$ cat src/rtl/net_endpoint_requester_pkg.sv
// Shared definitions for the ring-network terminal endpoint: net message layout,
// default field widths, tag index type and the client response record.
package net_endpoint_requester_pkg;

  localparam int unsigned NET_PAYLOAD_NBITS = 8;
  localparam int unsigned NET_OPAQUE_NBITS  = 8;
  localparam int unsigned NET_SRCDEST_NBITS = 3;
  localparam int unsigned NET_NUM_TAGS      = 4;

  // Message layout, MSB to LSB: {dest, src, opaque, payload}
  function automatic int unsigned vc_net_msg_nbits(input int unsigned pl, input int unsigned op,
                                                   input int unsigned sd);
    return pl + op + 2 * sd;
  endfunction

  function automatic int unsigned vc_net_msg_opaque_lsb(input int unsigned pl);
    return pl;
  endfunction

  function automatic int unsigned vc_net_msg_src_lsb(input int unsigned pl, input int unsigned op);
    return pl + op;
  endfunction

  function automatic int unsigned vc_net_msg_dest_lsb(input int unsigned pl, input int unsigned op,
                                                      input int unsigned sd);
    return pl + op + sd;
  endfunction

  localparam int unsigned VC_NET_MSG_NBITS =
    vc_net_msg_nbits(NET_PAYLOAD_NBITS, NET_OPAQUE_NBITS, NET_SRCDEST_NBITS);

  typedef logic [$clog2(NET_NUM_TAGS)-1:0] tag_idx_t;

  typedef struct packed {
    logic [NET_SRCDEST_NBITS-1:0] src;
    logic [NET_OPAQUE_NBITS-1:0]  opaque;
    logic [NET_PAYLOAD_NBITS-1:0] payload;
  } resp_t;

endpackage

$ cat src/rtl/net_endpoint_requester_if.sv
// Client request/response and router injection/ejection handshakes of the endpoint.
interface net_endpoint_requester_if
  import net_endpoint_requester_pkg::*;
#(
  parameter int unsigned p_payload_nbits = NET_PAYLOAD_NBITS,
  parameter int unsigned p_opaque_nbits  = NET_OPAQUE_NBITS,
  parameter int unsigned p_srcdest_nbits = NET_SRCDEST_NBITS
);
  localparam int unsigned c_msg_nbits =
    vc_net_msg_nbits(p_payload_nbits, p_opaque_nbits, p_srcdest_nbits);

  logic                       req_val;
  logic                       req_rdy;
  logic [p_srcdest_nbits-1:0] req_dest;
  logic [p_payload_nbits-1:0] req_payload;

  logic                       net_out_val;
  logic                       net_out_rdy;
  logic [c_msg_nbits-1:0]     net_out_msg;

  logic                       net_in_val;
  logic                       net_in_rdy;
  logic [c_msg_nbits-1:0]     net_in_msg;

  logic                       resp_val;
  logic                       resp_rdy;
  logic [p_srcdest_nbits-1:0] resp_src;
  logic [p_opaque_nbits-1:0]  resp_opaque;
  logic [p_payload_nbits-1:0] resp_payload;

  modport slave (
    input  req_val, req_dest, req_payload, net_out_rdy, net_in_val, net_in_msg, resp_rdy,
    output req_rdy, net_out_val, net_out_msg, net_in_rdy, resp_val, resp_src, resp_opaque,
           resp_payload
  );

  modport master (
    output req_val, req_dest, req_payload, net_out_rdy, net_in_val, net_in_msg, resp_rdy,
    input  req_rdy, net_out_val, net_out_msg, net_in_rdy, resp_val, resp_src, resp_opaque,
           resp_payload
  );

endinterface

$ cat src/rtl/net_endpoint_tag_alloc.sv
// Outstanding-tag tracker: busy vector, lowest-free allocation, retire port, popcount.
module net_endpoint_tag_alloc #(
  parameter  int unsigned p_num_tags  = 4,
  localparam int unsigned c_idx_nbits = (p_num_tags > 1) ? $clog2(p_num_tags) : 1,
  localparam int unsigned c_cnt_nbits = $clog2(p_num_tags) + 1
) (
  input  logic                   clk,
  input  logic                   reset,
  input  logic                   i_alloc_en,
  output logic [c_idx_nbits-1:0] o_alloc_idx,
  output logic                   o_any_free,
  input  logic                   i_free_en,
  input  logic [c_idx_nbits-1:0] i_free_idx,
  output logic [p_num_tags-1:0]  o_busy,
  output logic [c_cnt_nbits-1:0] o_count
);

  logic [p_num_tags-1:0] r_busy;
  logic [p_num_tags-1:0] w_busy_next;

  // Scan downward so the last hit, i.e. the lowest free index, wins
  always_comb begin
    o_alloc_idx = '0;
    o_any_free  = 1'b0;
    for (int unsigned i = p_num_tags; i > 0; i--) begin
      if (!r_busy[i-1]) begin
        o_alloc_idx = c_idx_nbits'(i - 1);
        o_any_free  = 1'b1;
      end
    end
  end

  always_comb begin
    o_count = '0;
    for (int unsigned i = 0; i < p_num_tags; i++) begin
      o_count = o_count + c_cnt_nbits'(r_busy[i]);
    end
  end

  // Allocation index comes from the pre-update vector, so it never equals a tag retired this cycle
  always_comb begin
    w_busy_next = r_busy;
    if (i_free_en) begin
      w_busy_next[i_free_idx] = 1'b0;
    end
    if (i_alloc_en && o_any_free) begin
      w_busy_next[o_alloc_idx] = 1'b1;
    end
  end

  always_ff @(posedge clk or negedge reset) begin
    if (!reset) begin
      r_busy <= '0;
    end else begin
      r_busy <= w_busy_next;
    end
  end

  assign o_busy = r_busy;

endmodule

$ cat src/rtl/net_endpoint_requester.sv
// Terminal-side ring network endpoint: tags and injects client requests, retires
// tags on ejection, returns {src, opaque, payload} and flags bad arrivals.
module net_endpoint_requester
  import net_endpoint_requester_pkg::*;
#(
  parameter int unsigned p_payload_nbits = NET_PAYLOAD_NBITS,
  parameter int unsigned p_opaque_nbits  = NET_OPAQUE_NBITS,
  parameter int unsigned p_srcdest_nbits = NET_SRCDEST_NBITS,
  parameter int unsigned p_router_id     = 0,
  parameter int unsigned p_num_tags      = NET_NUM_TAGS
) (
  input  logic                          clk,
  input  logic                          reset,
  net_endpoint_requester_if.slave       bus,
  output logic [$clog2(p_num_tags):0]   outstanding,
  output logic                          err_misroute,
  output logic                          err_spurious
);

  localparam int unsigned c_msg_nbits =
    vc_net_msg_nbits(p_payload_nbits, p_opaque_nbits, p_srcdest_nbits);
  localparam int unsigned c_opq_lsb  = vc_net_msg_opaque_lsb(p_payload_nbits);
  localparam int unsigned c_src_lsb  = vc_net_msg_src_lsb(p_payload_nbits, p_opaque_nbits);
  localparam int unsigned c_dest_lsb =
    vc_net_msg_dest_lsb(p_payload_nbits, p_opaque_nbits, p_srcdest_nbits);
  localparam int unsigned c_idx_nbits = (p_num_tags > 1) ? $clog2(p_num_tags) : 1;
  localparam logic [p_srcdest_nbits-1:0] c_own_id = p_srcdest_nbits'(p_router_id);

  typedef struct packed {
    logic [p_srcdest_nbits-1:0] src;
    logic [p_opaque_nbits-1:0]  opaque;
    logic [p_payload_nbits-1:0] payload;
  } ep_resp_t;

  logic                   w_any_free;
  logic [c_idx_nbits-1:0] w_alloc_idx;
  logic [p_num_tags-1:0]  w_busy;
  logic                   w_free_en;
  logic                   w_req_fire;

  net_endpoint_tag_alloc #(.p_num_tags(p_num_tags)) u_tag_alloc (
    .clk         (clk),
    .reset       (reset),
    .i_alloc_en  (w_req_fire),
    .o_alloc_idx (w_alloc_idx),
    .o_any_free  (w_any_free),
    .i_free_en   (w_free_en),
    .i_free_idx  (bus.net_in_msg[c_opq_lsb +: c_idx_nbits]),
    .o_busy      (w_busy),
    .o_count     (outstanding)
  );

  // Two-entry injection queue, registered output, no bypass path
  logic [c_msg_nbits-1:0] r_q_data [2];
  logic                   r_q_head;
  logic [1:0]             r_q_cnt;
  logic                   w_q_full;
  logic                   w_q_tail;
  logic                   w_deq;
  logic [c_msg_nbits-1:0] w_new_msg;

  assign w_q_full        = (r_q_cnt == 2'd2);
  assign w_q_tail        = r_q_head ^ r_q_cnt[0];
  assign bus.req_rdy     = w_any_free && !w_q_full;
  assign w_req_fire      = bus.req_val && bus.req_rdy;
  assign bus.net_out_val = (r_q_cnt != 2'd0);
  assign bus.net_out_msg = r_q_data[r_q_head];
  assign w_deq           = bus.net_out_val && bus.net_out_rdy;
  assign w_new_msg       = {bus.req_dest, c_own_id, p_opaque_nbits'(w_alloc_idx), bus.req_payload};

  always_ff @(posedge clk or negedge reset) begin
    if (!reset) begin
      r_q_data[0] <= '0;
      r_q_data[1] <= '0;
      r_q_head    <= 1'b0;
      r_q_cnt     <= '0;
    end else begin
      if (w_req_fire) begin
        r_q_data[w_q_tail] <= w_new_msg;
      end
      if (w_deq) begin
        r_q_head <= ~r_q_head;
      end
      r_q_cnt <= r_q_cnt + 2'(w_req_fire) - 2'(w_deq);
    end
  end

  // Ejection: one-entry response register
  logic [p_srcdest_nbits-1:0] w_in_dest;
  logic [p_opaque_nbits-1:0]  w_in_opaque;
  logic                       w_in_fire;
  logic                       w_dest_ok;
  logic                       w_opq_in_range;
  logic                       w_hit;
  logic                       r_resp_val;
  ep_resp_t                   r_resp;

  assign w_in_dest      = bus.net_in_msg[c_dest_lsb +: p_srcdest_nbits];
  assign w_in_opaque    = bus.net_in_msg[c_opq_lsb +: p_opaque_nbits];
  assign bus.net_in_rdy = !r_resp_val || bus.resp_rdy;
  assign w_in_fire      = bus.net_in_val && bus.net_in_rdy;
  assign w_dest_ok      = (w_in_dest == c_own_id);
  assign w_opq_in_range = (33'(w_in_opaque) < 33'(p_num_tags));
  assign w_hit          = w_dest_ok && w_opq_in_range && w_busy[w_in_opaque[c_idx_nbits-1:0]];
  assign w_free_en      = w_in_fire && w_hit;

  always_ff @(posedge clk or negedge reset) begin
    if (!reset) begin
      r_resp_val   <= 1'b0;
      r_resp       <= '0;
      err_misroute <= 1'b0;
      err_spurious <= 1'b0;
    end else begin
      if (w_in_fire && w_dest_ok) begin
        r_resp_val <= 1'b1;
        r_resp     <= '{src:     bus.net_in_msg[c_src_lsb +: p_srcdest_nbits],
                        opaque:  w_in_opaque,
                        payload: bus.net_in_msg[p_payload_nbits-1:0]};
      end else if (bus.resp_rdy) begin
        r_resp_val <= 1'b0;
      end
      if (w_in_fire && !w_dest_ok) begin
        err_misroute <= 1'b1;
      end
      if (w_in_fire && w_dest_ok && !w_hit) begin
        err_spurious <= 1'b1;
      end
    end
  end

  assign bus.resp_val     = r_resp_val;
  assign bus.resp_src     = r_resp.src;
  assign bus.resp_opaque  = r_resp.opaque;
  assign bus.resp_payload = r_resp.payload;

endmodule

$ cat src/flat_wrapper.sv
// flat-port wrapper written by rule: the top's interface ports become plain ports
module net_endpoint_requester_flat import net_endpoint_requester_pkg::*;
#(
  parameter int unsigned p_payload_nbits = NET_PAYLOAD_NBITS,
  parameter int unsigned p_opaque_nbits  = NET_OPAQUE_NBITS,
  parameter int unsigned p_srcdest_nbits = NET_SRCDEST_NBITS,
  parameter int unsigned p_router_id     = 0,
  parameter int unsigned p_num_tags      = NET_NUM_TAGS
)
  (clk, reset, outstanding, err_misroute, err_spurious, bus_req_val, bus_req_dest, bus_req_payload, bus_net_out_rdy, bus_net_in_val, bus_net_in_msg, bus_resp_rdy, bus_req_rdy, bus_net_out_val, bus_net_out_msg, bus_net_in_rdy, bus_resp_val, bus_resp_src, bus_resp_opaque, bus_resp_payload);
  net_endpoint_requester_if #(.p_payload_nbits(p_payload_nbits), .p_opaque_nbits(p_opaque_nbits), .p_srcdest_nbits(p_srcdest_nbits)) bus_i ();
  input  logic clk;
  input  logic reset;
  output logic [$clog2(p_num_tags):0] outstanding;
  output logic err_misroute;
  output logic err_spurious;
  input wire logic [$bits(bus_i.req_val)-1:0] bus_req_val;
  input wire logic [$bits(bus_i.req_dest)-1:0] bus_req_dest;
  input wire logic [$bits(bus_i.req_payload)-1:0] bus_req_payload;
  input wire logic [$bits(bus_i.net_out_rdy)-1:0] bus_net_out_rdy;
  input wire logic [$bits(bus_i.net_in_val)-1:0] bus_net_in_val;
  input wire logic [$bits(bus_i.net_in_msg)-1:0] bus_net_in_msg;
  input wire logic [$bits(bus_i.resp_rdy)-1:0] bus_resp_rdy;
  output wire logic [$bits(bus_i.req_rdy)-1:0] bus_req_rdy;
  output wire logic [$bits(bus_i.net_out_val)-1:0] bus_net_out_val;
  output wire logic [$bits(bus_i.net_out_msg)-1:0] bus_net_out_msg;
  output wire logic [$bits(bus_i.net_in_rdy)-1:0] bus_net_in_rdy;
  output wire logic [$bits(bus_i.resp_val)-1:0] bus_resp_val;
  output wire logic [$bits(bus_i.resp_src)-1:0] bus_resp_src;
  output wire logic [$bits(bus_i.resp_opaque)-1:0] bus_resp_opaque;
  output wire logic [$bits(bus_i.resp_payload)-1:0] bus_resp_payload;
  assign bus_i.req_val = bus_req_val;
  assign bus_i.req_dest = bus_req_dest;
  assign bus_i.req_payload = bus_req_payload;
  assign bus_i.net_out_rdy = bus_net_out_rdy;
  assign bus_i.net_in_val = bus_net_in_val;
  assign bus_i.net_in_msg = bus_net_in_msg;
  assign bus_i.resp_rdy = bus_resp_rdy;
  assign bus_req_rdy = bus_i.req_rdy;
  assign bus_net_out_val = bus_i.net_out_val;
  assign bus_net_out_msg = bus_i.net_out_msg;
  assign bus_net_in_rdy = bus_i.net_in_rdy;
  assign bus_resp_val = bus_i.resp_val;
  assign bus_resp_src = bus_i.resp_src;
  assign bus_resp_opaque = bus_i.resp_opaque;
  assign bus_resp_payload = bus_i.resp_payload;
  net_endpoint_requester #(.p_payload_nbits(p_payload_nbits), .p_opaque_nbits(p_opaque_nbits), .p_srcdest_nbits(p_srcdest_nbits), .p_router_id(p_router_id), .p_num_tags(p_num_tags)) u_core (.clk(clk), .reset(reset), .bus(bus_i), .outstanding(outstanding), .err_misroute(err_misroute), .err_spurious(err_spurious));
endmodule
$ cat config.mk
export PLATFORM = sky130hd
export DESIGN_NAME = net_endpoint_requester_flat
export DESIGN_NICKNAME = d
export VERILOG_FILES = /design/src/rtl/net_endpoint_requester_pkg.sv /design/src/rtl/net_endpoint_requester_if.sv /design/src/rtl/net_endpoint_tag_alloc.sv /design/src/rtl/net_endpoint_requester.sv /design/src/flat_wrapper.sv
export SDC_FILE = /design/constraint.sdc
export NUM_CORES = 1
export LEC_CHECK = 0
export CORE_ASPECT_RATIO = 1.5
export CORE_UTILIZATION = 47
export CTS_BUF_LIST = sky130_fd_sc_hd__clkbuf_8
export DETAILED_ROUTE_END_ITERATION = 8
export HOLD_SLACK_MARGIN = 0.12
export PLACE_DENSITY = 0.82
export SYNTH_ARGS = -nofsm -noshare
export SYNTH_HDL_FRONTEND = slang
export SYNTH_SLANG_ARGS = --single-unit
$ cat constraint.sdc
create_clock -name clk -period 2.76 [get_ports clk]
set_clock_uncertainty 0.1 [all_clocks]
set_input_delay 0.552 -clock clk [delete_from_list [all_inputs] [get_ports clk]]
set_output_delay 0.552 -clock clk [all_outputs]
set_load 0.005 [all_outputs]
# Word level (Yosys, flattened, before mapping)
# Index checks and enable logic that the tools add are counted.
[totals] register_bits=73 in_bits=39 output_inout_bits=50 wordCells=78
[op_classes] addsub=5 order_cmp=8 eq_ne=1 n_mux=24 n_bitwise=7 reduce_logical=22
[op_table] op="$mux W22" count=4
[op_table] op="$bwmux W44" count=1
[op_table] op="$demux W22 S1" count=1
[op_table] op="$logic_and A1 B1 Y1" count=14
[op_table] op="$mux W1" count=9
[op_table] op="$lt A8 B3 Y1 const B" count=1
[op_table] op="$mux W2" count=4
[op_table] op="$mux W4" count=2
[op_table] op="$lt A2 B3 Y1 const B" count=2
[op_table] op="$and A4 B4 Y4" count=1
[op_table] op="$demux W1 S2" count=2
[op_table] op="$ge A2 B1 Y1 const B" count=2
[op_table] op="$ge A2 B2 Y1 const B" count=2
[op_table] op="$logic_not A1 Y1" count=4
[op_table] op="$not A1 Y2" count=2
[op_table] op="$not A4 Y4" count=1
[op_table] op="$or A4 B4 Y4" count=1
[op_table] op="$reduce_bool A2 Y1" count=2
[op_table] op="$add A2 B1 Y3" count=1
[op_table] op="$add A3 B1 Y3" count=1
[op_table] op="$logic_not A3 Y1" count=1
[op_table] op="$add A1 B1 Y2" count=1
[op_table] op="$add A2 B1 Y2" count=1
[op_table] op="$bmux W1 S2" count=1
[op_table] op="6 further kinds" count=6

# Longest topological paths before layout
[depth] depth_word=10 mapped_depth=7 ltp_nobuf=7

# Cells and area by module
# From an unflattened synthesis, not the netlist that was laid out.
[unflattened] hier_cells=182 hier_area_um2=2632.5
[modules_own_cells] mod="net_endpoint_requester" instances=1 cells_each=155 area_each_um2=2374.8 seq_area_each_um2=1276.2
[modules_own_cells] mod="net_endpoint_tag_alloc" instances=1 cells_each=27 area_each_um2=257.7 seq_area_each_um2=100.1

# Worst setup path after synthesis
# No wires, ideal clock.
[synth_path] kind="reg-to-output" startpoint="reg u_core.u_tag_alloc.r_busy[0] (netlist: u_core.u_tag_alloc.o_busy[0])" endpoint="out outstanding[1]" arrival_time_ps=1499 t_required_ps=2108 setup_slack_ps=609 path_stages_with_launch=7 n_path_buf=1 path_cell_list="dfrtp_1 > buf_4 > inv_1 > fa_1 > inv_1 > ha_1 > ha_1"
[synth_between] elab_chain_cells=3
[synth_rtl] item="from (decl)" line_no="net_endpoint_tag_alloc.sv:18" source="logic [p_num_tags-1:0] r_busy;"
[synth_rtl] item="from (signal assigned)" line_no="net_endpoint_tag_alloc.sv:55" source="r_busy <= w_busy_next;"
[synth_rtl] item="$add A1 B1 Y2" line_no="net_endpoint_tag_alloc.sv:36" source="o_count = o_count + c_cnt_nbits'(r_busy[i]);"
[synth_rtl] item="$add A2 B1 Y3" line_no="net_endpoint_tag_alloc.sv:36"
[synth_rtl] item="$add A3 B1 Y3" line_no="net_endpoint_tag_alloc.sv:36"
[synth_rtl] item="to (decl)" line_no="flat_wrapper.sv:14" source="output logic [$clog2(p_num_tags):0] outstanding;"
# No other way between the ends.

# Worst setup path in the final report
# Same ends and word-level chain as after synthesis.

==> metrics.csv <==
metric,value,unit
Placed Area,3440,um2
CP cell instances,inv_2 > fa_1 > inv_1 > ha_1 > ha_1 > dlygate4sd2_1,
ant diodes,0,
Crit. Startpoint,u_core.u_tag_alloc.o_busy[0]$_DFF_PN0_,
Reg power frac,0.402,
Unique masters post-synth,34,
residual DRC count,0,
Int Power,2360,uW
Final Instance Area,3570,um2
NetSw,846,uW
initial core utilization,0.486,
GP Congestion,0.804,
share of post-route cells with drive strength above 1,0.310,
LEAKAGE,0.00165,uW
Synth Warn #,0,
slew margin rel.,0.507,
achievable frequency,0.373,GHz
Max IR drop VDD,0.435,mV
htree depth,2,
initial antenna violation count,0,
core area,5410,um2
CP Data Required Time,2110,ps
sequential area share after synthesis,0.524,
post-DP HPWL,3620,um
TritonCTS Buffers,5,
Max Used Layer,met4,
nets,314,
most frequent cells in the layout,"clkdlybuf4s50_1, dfrtp_1, mux2_2",
"Slew Viols, Final",0,
Setup Viol. Count Final,0,
power density cells,897,nW/um2
post-route ant nets,0,
vias in the first global route,1755,
TritonCTS clock tree,done,
#FFs+latches synth,55,
top area cells in the synthesized netlist,"dfrtp_1, mux2_2, mux2_4",
Die W,63.1,um
crit path time final,2680,ps
die footprint,5900,um2
Mapped Area,2630,um2
RR Startpoint,u_core.r_q_head$_DFFE_PN0P_,
crit-path max cell delay,530,ps
Hold Path Class,in -> async,
Root Buffer,clkbuf_8,
# clock sinks,55,
CP Launch Type,flip-flop,
final WL,4950,um
Syn Inst Count,184,
IO Pins,89,
Routed met3 length,237,um
Worst EP arrival,2030,ps
Max Cap Viol,0,
final hold vios,0,
run status,completed,
Synth top area share,0.524,
CTS Hold Buffers Added,0,
total grt overflow,0,
largest net degree at the start of global routing,33,
Critical Path End,outstanding[1],
Rows,33,
Mean Syn Cell Area,14.3,um2
DRC marker count from the first detailed-route iteration,52,
CP endpoint kind,output pin,
Die Height,93.6,um
most frequent CP cell,ha_1,
Crit Path Max Fanout,3,
gr usage total,0.178,
"reg-to-reg slack, setup",650,ps
slowest CP cell,fa_1,
wl on met1,1940,um
reg-to-reg critical path endpoint,u_core.r_q_data[21]$_DFFE_PN0P_,
IO Port Bufs,79,
WL met2,2690,um
Critical Setup Path Class,reg -> out,
Initial DRT Pass Iterations,4,
Final Util,0.661,
global-route wire length before repair,8110,um
worst reg2reg path depth,4,
worst-skew pair later-pin latency,300,ps
Comb pwr share,0.428,
"most common cell after layout, fill and taps aside",clkdlybuf4s50_1,
Clk pwr share,0.170,
Sw Ratio,0.264,
Layout Area Growth over Synthesis,35.9,%
clock slew at reported path FFs,90,ps
Synth area leader,dfrtp_1,
Worst-Margin Slew,739,ps
clk buf depth,2,
Vias/cell,4.93,
fin crit share,0.972,
total number of vias,1682,
drt wl/cell,14.5,um
## final cells by class
type	instances	area (um2)
well taps	70	87.6
multi-input cells	112	1100
clock inverters	2	35.0
fillers	413	1840
clock buffers	6	82.6
flip-flops and latches	55	1380
inverters	8	30.0
repair buffers	88	862
## power by group through the flow
| stage | sequential (uW) | combinational, uW | clock (uW) |
|---|---|---|---|
| after floorplan | 1230 | 835 | 0 |
| after global placement | 1290 | 1370 | 0 |
| after detailed placement | 1310 | 1400 | 0 |
| after CTS | 1290 | 1390 | 563 |
| after global routing | 1330 | 1500 | 595 |
| final | 1290 | 1370 | 546 |
## registers in the layout, indices dropped and copies added (netlist names)
| signal | cells |
|---|---|
| u_core.u_tag_alloc.o_busy | 4 |
| u_core.r_q_cnt | 2 |
| u_core.r_q_data | 26 |
| u_core.bus.resp_src | 3 |
| u_core.err_spurious | 1 |
| u_core.bus.resp_val | 1 |
| u_core.err_misroute | 1 |
| u_core.bus.resp_payload | 8 |
| u_core.r_q_head | 1 |
| u_core.bus.resp_opaque | 8 |
## how the worst min path moves through the flow
| stage | from | cells after the start | endpoint | slack (ps) |
|---|---|---|---|---|
| 2_1_floorplan | reset | 0 | u_core.bus.resp_opaque[0]$_DFFE_PN0P_ | 160 |
| 3_3_place_gp | u_core.err_misroute$_DFFE_PN0P_ | 1 | u_core.err_misroute$_DFFE_PN0P_ | 360 |
| 3_5_place_dp | u_core.err_misroute$_DFFE_PN0P_ | 1 | u_core.err_misroute$_DFFE_PN0P_ | 360 |
| 4_1_cts | reset | 1 | u_core.err_misroute$_DFFE_PN0P_ | 230 |
| 5_1_grt | reset | 1 | u_core.r_q_data[24]$_DFFE_PN0P_ | 260 |
| 6_report | reset | 1 | u_core.r_q_data[24]$_DFFE_PN0P_ | 200 |
## what timing repair did
action,CTS,global route
resized for setup,5,0
endpoints found under the setup margin,3,1
buffers inserted,1,2
## layer usage
layer  up-vias  GRT usage
li1        789          -
met1       830      0.204
met2        54      0.317
met3         9     0.0341
met4         0     0.0814
met5         -          0
## synthesized netlist by cell type
cell type  instances
a31oi_1            3
buf_6              2
o21bai_1           2
o21ai_0            2
a41oi_1            1
buf_12             2
inv_1              8
nor4_1             1
or2_2              1
mux2_4            20
fa_1               1
nor3_1             3
nand3_2            1
nand2_4            1
ha_1               4
mux2_2            37
and2_1             1
buf_4             10
buf_2              3
a211oi_1           1
dfrtp_1           55
and3_1             2
nand2b_1           1
a21oi_1            3
conb_1             1
xnor2_1            3
nand2_1            5
and2_2             1
nor2_1             3
nand2b_4           1
nand4_1            2
nand2b_2           1
xor2_1             1
mux4_2             1
## metrics by stage
stage / instances / worst slack [ps] / power (uW) / hold slack, ps / setup TNS [ps]
after global placement: 330 / 209 / 2660 / 364 / 0
after global routing: 341 / -9.66 / 3420 / 257 / -9.66
after detailed placement: 330 / 166 / 2710 / 361 / 0
after floorplan: 192 / 609 / 2070 / 156 / 0
after CTS: 339 / 63.3 / 3250 / 231 / 0
final: 341 / 77.0 / 3210 / 204 / 0
## worst max-delay path, delay by kind of cell (launching register included)
| family | cells | cell delay, ps |
|---|---|---|
| flops | 1 | 380 |
| fa+ha+maj | 3 | 980 |
| buf+inv | 3 | 370 |
## kinds of logic (layout without fill, tap and decap cells)
| kind of cell | Yosys count | in the layout | share of synthesized area |
|---|---|---|---|
| multiplexers | 58 | 58 | 0.281 |
| flip-flops | 55 | 55 | 0.524 |
| buffers and inverters | 25 | 104 | 0.0695 |
| AND/OR/NAND/NOR | 24 | 24 | 0.0557 |
| AO/OA/AOI/OAI | 12 | 12 | 0.0286 |
| adder cells (fa/ha/maj) | 5 | 5 | 0.0267 |
| XOR/XNOR | 4 | 4 | 0.0133 |
| other | 1 | 9 | 0.00143 |
Note: power is estimated with default switching activity, not from simulation.
